## src/rtl/alu_serial_sequencer.sv

```systemverilog
// Bit-serial sequencer for a 1-bit ALU slice: feeds operands LSB first,
// chains the slice carry and assembles the WIDTH-bit result.
module alu_serial_sequencer #(
    parameter int WIDTH = 8
) (
    input  logic             clk,
    input  logic             rst_n,
    input  logic             start,
    input  logic [WIDTH-1:0] opa,
    input  logic [WIDTH-1:0] opb,
    input  logic [3:0]       mux_sel,
    input  logic [1:0]       mc_sel,
    input  logic             cin0,
    output logic             busy,
    output logic             done,
    output logic [WIDTH-1:0] result,
    output logic             cout,
    output logic             sl_a,
    output logic             sl_b,
    output logic             sl_cin,
    output logic [3:0]       sl_mux,
    output logic [1:0]       sl_mc,
    input  logic             sl_out,
    input  logic             sl_cout,
    output logic [1:0]       state_dbg
);

    localparam int CW = $clog2(WIDTH);
    localparam logic [CW-1:0] LAST = CW'(WIDTH - 1);

    typedef enum logic [1:0] {
        IDLE    = 2'd0,
        RUN     = 2'd1,
        DONE_ST = 2'd2
    } state_t;

    // Handshake: start is a level request, accepted only on an edge where
    // the sequencer is IDLE; done pulses one cycle when result/cout update.

    state_t           state;
    state_t           state_next;
    logic             accept;
    logic             last_bit;
    logic [CW-1:0]    cnt;
    logic [WIDTH-1:0] opa_sh;
    logic [WIDTH-1:0] opb_sh;
    logic [WIDTH-1:0] shift_r;
    logic [WIDTH-1:0] result_r;
    logic             cout_r;
    logic             carry_r;
    logic [3:0]       mux_r;
    logic [1:0]       mc_r;

    always_ff @(posedge clk or negedge rst_n) begin
        if (!rst_n) begin
            state <= IDLE;
        end else begin
            state <= state_next;
        end
    end

    always_comb begin
        state_next = state;
        accept     = 1'b0;
        last_bit   = 1'b0;
        case (state)
            IDLE: begin
                if (start) begin
                    accept     = 1'b1;
                    state_next = RUN;
                end
            end
            RUN: begin
                if (cnt == LAST) begin
                    last_bit   = 1'b1;
                    state_next = DONE_ST;
                end
            end
            DONE_ST: state_next = IDLE;
            default: state_next = IDLE;
        endcase
    end

    // Operands shift right so bit 0 of each shifter is always the current bit.
    always_ff @(posedge clk or negedge rst_n) begin
        if (!rst_n) begin
            cnt      <= '0;
            opa_sh   <= '0;
            opb_sh   <= '0;
            shift_r  <= '0;
            result_r <= '0;
            cout_r   <= 1'b0;
            carry_r  <= 1'b0;
            mux_r    <= '0;
            mc_r     <= '0;
        end else if (accept) begin
            cnt     <= '0;
            opa_sh  <= opa;
            opb_sh  <= opb;
            mux_r   <= mux_sel;
            mc_r    <= mc_sel;
            carry_r <= cin0;
        end else if (state == RUN) begin
            cnt     <= cnt + CW'(1);
            opa_sh  <= opa_sh >> 1;
            opb_sh  <= opb_sh >> 1;
            carry_r <= sl_cout;
            shift_r <= {sl_out, shift_r[WIDTH-1:1]};
            if (last_bit) begin
                result_r <= {sl_out, shift_r[WIDTH-1:1]};
                cout_r   <= sl_cout;
            end
        end
    end

    assign busy      = (state == RUN) || (state == DONE_ST);
    assign done      = (state == DONE_ST);
    assign result    = result_r;
    assign cout      = cout_r;
    assign sl_a      = (state == RUN) && opa_sh[0];
    assign sl_b      = (state == RUN) && opb_sh[0];
    assign sl_cin    = (state == RUN) && carry_r;
    assign sl_mux    = mux_r;
    assign sl_mc     = mc_r;
    assign state_dbg = state;

endmodule

```

## config.mk

```make
export PLATFORM = sky130hd
export DESIGN_NAME = alu_serial_sequencer
export DESIGN_NICKNAME = d
export VERILOG_FILES = /design/src/rtl/alu_serial_sequencer.sv
export SDC_FILE = /design/constraint.sdc
export NUM_CORES = 1
export LEC_CHECK = 0
export BUFFER_PORTS_ARGS = -buffer_cell sky130_fd_sc_hd__clkbuf_2
export CAP_MARGIN = 30
export CORE_MARGIN = 4
export CORE_UTILIZATION = 39
export CTS_BUF_LIST = sky130_fd_sc_hd__clkbuf_4 sky130_fd_sc_hd__clkbuf_8
export CTS_CLUSTER_DIAMETER = 200
export DETAILED_ROUTE_END_ITERATION = 10
export GPL_ROUTABILITY_DRIVEN = 0
export GPL_TIMING_DRIVEN = 1
export PLACE_DENSITY = 0.65
export SETUP_SLACK_MARGIN = 0.15
export SLEW_MARGIN = 20
export SYNTH_ARGS = -nofsm -noshare
export SYNTH_HDL_FRONTEND = slang
export SYNTH_SLANG_ARGS = --single-unit
```

## constraint.sdc

```tcl
create_clock -name clk -period 1.8 [get_ports clk]
set_input_delay 0 -clock clk [delete_from_list [all_inputs] [get_ports clk]]
set_output_delay 0 -clock clk [all_outputs]
set_load 0.005 [all_outputs]
```

# [Word-level counts from Yosys, hierarchy flattened]
# Cells that the tools add are included.
[op_classes] n_eq_ne=5 reduce_logical=9 add_sub_neg=1 bitwise_logic=1 n_mux=15
[ops] op="8-bit 2-to-1 mux" count=4
[ops] op="1-bit 2-to-1 mux" count=6
[ops] op="3-bit 2-to-1 mux" count=2
[ops] op="2-bit 2-to-1 mux" count=2
[ops] op="2-bit inequality test (second input constant)" count=2
[ops] op="2-bit case mux with 2 select lines" count=1
[ops] op="2-bit AND reduction" count=2
[ops] op="3-bit by 1-bit adder with 3-bit output (second input constant)" count=1
[ops] op="3-bit equality test (second input constant)" count=1
[ops] op="1-bit logical AND" count=3
[ops] op="3-bit AND reduction" count=1
[ops] op="2-bit by 1-bit equality test with 1-bit output (second input constant)" count=1
[ops] op="2-bit equality test (second input constant)" count=1
[ops] op="2-bit zero test" count=1
[ops] op="2-bit nonzero test" count=1
[ops] op="1-bit logical OR" count=1
[ops] op="1-bit NOT" count=1
[totals] input_bits=28 out_inout_bits=22 word_cells=41 ff_bits=45

# [Depth between registers and ports, before layout]
[depth] ltp_word=4 ltp_mapped=7 ltp_nobuf=5

# [Worst setup path after synthesis]
# Ideal clock, no wire load.
[synth_timing] kind="flip-flop to flip-flop" start="register state[0] (netlist: state_dbg[0])" end="register cout_r (netlist: cout)" period_less_slack_ps=1590 required_ps=1675 path_stages_with_launch=7 setup_time_ps=125 setup_slack_ps=210 arrival_ps=1465 path_buffers=1 cell_sequence="dfrtp_1 > inv_1 > ha_1 > nand2_2 > and3_4 > buf_6 > mux2_4"
[synth_via] elab_chain_len=4 elab_cells_between_ends=6 cone_classes="eq/ne (1); mux (2); bitwise (1); reduce/logical (2)"
[synth_lines] element="start, declared" line="40" text="state_t state;"
[synth_lines] element="start signal, assigned" line="58" text="state <= state_next;"
[synth_lines] element="2-bit zero test" line="66" text="case (state)"
[synth_lines] element="1-bit 2-to-1 mux" line="66"
[synth_lines] element="1-bit NOT (no line)"
[synth_lines] element="3-bit AND reduction (no line) (*)"
[synth_lines] element="end signal, assigned" line="111" text="cout_r <= sl_cout;"
[synth_lines] element="end, declared" line="49" text="logic cout_r;"
# Every way passes the cells marked *; elsewhere a longest branch is shown, timed or not.
# A chain may end at the register's enable or synchronous reset.

# [Final worst setup path]
[layout_timing] start="register state[1] (netlist: state_dbg[1])" end="register state[1] (netlist: state_dbg[1])"
[layout_via] elab_chain_len=3 elab_cells_between_ends=6 cone_classes="eq/ne (3); mux (1); reduce/logical (2)"
[layout_lines] element="2-bit by 1-bit equality test with 1-bit output or 2-bit zero test (tied branches)" line="66"
[layout_lines] element="2-bit inequality test (no line)"
[layout_lines] element="2-bit AND reduction (no line)"
# Parallel ways exist; a longest one is shown, timed or not.

==> results.sh <==
export IMPL_vias=1421
export IMPL_maxUsedRoutingLayer="met4"
export IMPL_crit_type="flop to flop"
export IMPL_power_density_nw_per_um2=1480
export IMPL_dr_pass1_iters=4
export IMPL_drt_first_iter_violations=44
export IMPL_grt_pass1_wl_um=7070
export IMPL_grt_overflow_total=0
export IMPL_route_met3_wl_um=159
export IMPL_period_share_pct=86.1
export IMPL_worst_path_buf_inv=2
export IMPL_clkSinkCount=44
export IMPL_routed_wl_um=4200
export IMPL_grt_max_degree=42
export IMPL_critPathRequiredTime_ns=1.98
export IMPL_tightest_slew_ns=0.578
export IMPL_ir_worst_vdd_uv=814
export IMPL_cts_buffer_depth=2
export IMPL_syn_inst=165
export IMPL_yosysWarningCount=0
export IMPL_die_h_um=78.9
export IMPL_htree_num_levels=2
export IMPL_startpoint_type="flop"
export IMPL_rsz0062_at_grt="false"
export IMPL_track_usage_pct=14.6
export IMPL_antenna_found_initial=0
export IMPL_netlist_area_sq_um=1960
export IMPL_relSlewSlack_pct=61.5
export IMPL_m1WireLength_um=1890
export IMPL_n_fill_cell=432
export IMPL_maxCapViolCount=0
export IMPL_portBuffers=49
export IMPL_max_stage_delay_ns=0.42
export IMPL_antenna_left=0
export IMPL_slowest_stage="dfrtp_1"
export IMPL_layout_setup_ws_ns=0.250
export IMPL_dp_hpwl_um=2720
export IMPL_crit_path_max_fanout=5
export IMPL_cts_buffers=5
export IMPL_finalNetCount=278
export IMPL_dieArea_sq_um=6220
export IMPL_min_path_type="primary input to flop"
export IMPL_clock_insertion_delay_worst_skew_ns=0.29
export IMPL_multi_input_area_sq_um=808
export IMPL_drive_gt1_share_pct=35.8
export IMPL_clock_fmax_ghz=0.645
export IMPL_start_util_pct=40.9
export IMPL_drc=0
export IMPL_crit_arrival_ns=1.73
export IMPL_mostFrequentLayoutCell="clkbuf_2"
export IMPL_finClkSkew_ns=0.00443
export IMPL_placed_cell_area_sq_um=2280
export IMPL_syn_avg_cell_area_sq_um=11.9
export IMPL_ios=50
export IMPL_seq_area_sq_um=1100
export IMPL_cp_cell_sequence="inv_2 > ha_2 > inv_1 > o22ai_2 > mux2_2"
export IMPL_instances_no_fill=311
export IMPL_hold_violations=0
export IMPL_cpLargestDelayFamily="flip-flops"
export IMPL_holdWs_ns=0.177
export IMPL_dp_cells=275
export IMPL_endpoint_kind="flop"
export IMPL_cts_tree="done"
export IMPL_core_sq_um=4790
export IMPL_layout_common_cells="49 x clkbuf_2, 44 x dfrtp_1, 37 x nand2_1, 26 x dlygate4sd3_1, 17 x mux2i_1"
export IMPL_p_leak_nw=1.33
export IMPL_syn_to_final_growth_pct=36.4
export IMPL_setup_viol=0
export IMPL_ys_seq_elements=44
export IMPL_synth_nets=200
export IMPL_synth_cell_types=20
export IMPL_cts_root_buffer="clkbuf_8"
export IMPL_die_width_um=78.9
export IMPL_num_rows=25
export IMPL_dr_wl_met2_um=2110
export IMPL_fin_setup_tns_ns=0
export IMPL_fin_area_sq_um=2670
export IMPL_fin_crit_ns=1.55
export IMPL_wl_per_cell_um=13.5
export IMPL_slew_violations=0
export IMPL_preCtsSetupSlack_ns=0.0846
export IMPL_clk_pin_slew_worst_paths_ns=0.08
export IMPL_synth_seq_area_share_pct=56.2
export IMPL_via_per_inst=4.57
export IMPL_grt_pass1_vias=1479
export IMPL_status="complete, no violations"
==> registers in the layout (all words and copies together) (netlist names), 2 cells and up <==
name	flops
opa_sh	8
opb_sh	8
result	8
shift_r	7
sl_mux	4
cnt	3
sl_mc	2
state_dbg	2
==> area by class of cell <==
type                       count  area share (%)
multi-input combinational    108            30.3
timing repair buffer          80            21.1
inverter                       4           0.562
antenna                        1          0.0937
clock buffer                   7            3.61
sequential                    44            41.2
tap                           67            3.14
==> worst min-delay path, cell delays in order <==
cell and delay [ns]:
clkbuf_2 0.12, o22ai_2 0.10, mux2_2 0.22
==> synth_stat cells <==
cell      instances  share of area, %
ha_1              7               4.5
inv_1             4              0.77
mux2_2            9               5.2
clkbuf_2          1              0.26
and3_4            1              0.58
nand2_1          37               7.1
and2_1            3              0.96
o21ai_0          15               3.8
mux2i_1          17               8.7
clkbuf_1          2              0.38
buf_2             6               1.5
nand2_2           1              0.32
xnor2_1           1              0.45
buf_6             1              0.58
o22ai_1           1              0.32
dfrtp_1          44                56
mux2_4            9               6.9
nor2_1            3              0.58
nand3_1           2              0.51
and2_2            1              0.38
==> path summary, 6_finish.rpt <==
path,startpoint,endpoint,slack (ns),cells after the start
worst max-delay path,state_dbg[1]$_DFFE_PN0P_,state_dbg[1]$_DFFE_PN0P_,0.25,5
worst min register to register,sl_mc[1]$_DFFE_PN0P_,sl_mc[1]$_DFFE_PN0P_,0.48,2
max in group asynchronous,rst_n,shift_r[1]$_DFFE_PN0P_,1.04,3
worst min-delay path,start,state_dbg[0]$_DFFE_PN0P_,0.18,3
worst max register to register,state_dbg[1]$_DFFE_PN0P_,state_dbg[1]$_DFFE_PN0P_,0.25,5
min in group asynchronous,rst_n,opb_sh[0]$_DFFE_PN0P_,0.24,2
==> cells by family (layout without fill, tap and decap cells) <==
family / after synthesis / after routing / synth area share [%]
and+or+nand+nor: 48 / 49 / 10.4
DFF: 44 / 44 / 56.2
muxes: 35 / 35 / 20.8
AOI/OAI and AO/OA: 16 / 16 / 4.15
buffers and inverters: 14 / 91 / 3.51
adders and majority gates: 7 / 7 / 4.47
xor gates and xnor gates: 1 / 1 / 0.447
other: 0 / 1 / 0
==> power by group <==
part / internal, mW / leakage (nW) / switching [mW]
combinational: 0.851 / 0.724 / 0.742
clock: 0.342 / 0.0503 / 0.317
sequential: 1.43 / 0.558 / 0.261
total: 2.62 / 1.33 / 1.32
==> stage by stage <==
step                      total power, mW  util, %
after global routing                 4.27     55.7
after detailed placement             3.19     47.6
after global placement               3.13     47.6
final                                3.94     55.8
after floorplan                      2.70        -
after CTS                            3.92     55.1
==> routing by layer <==
layer	vias to the layer above	GRT usage, %
met1	685	17.7
met3	5	3.74
li1	702	-
met5	-	0
met2	29	25.2
met4	0	5.33
==> repair_timing <==
| action | in CTS | in global routing |
|---|---|---|
| hold buffers | 26 | 0 |
| hold endpoints to repair | 46 | 0 |
| resized for setup | 2 | 5 |
| cloned | 0 | 1 |
| setup buffers | 0 | 1 |
| endpoints found under the setup margin | 18 | 14 |
No activity file was read; power rests on OpenSTA's default activity.
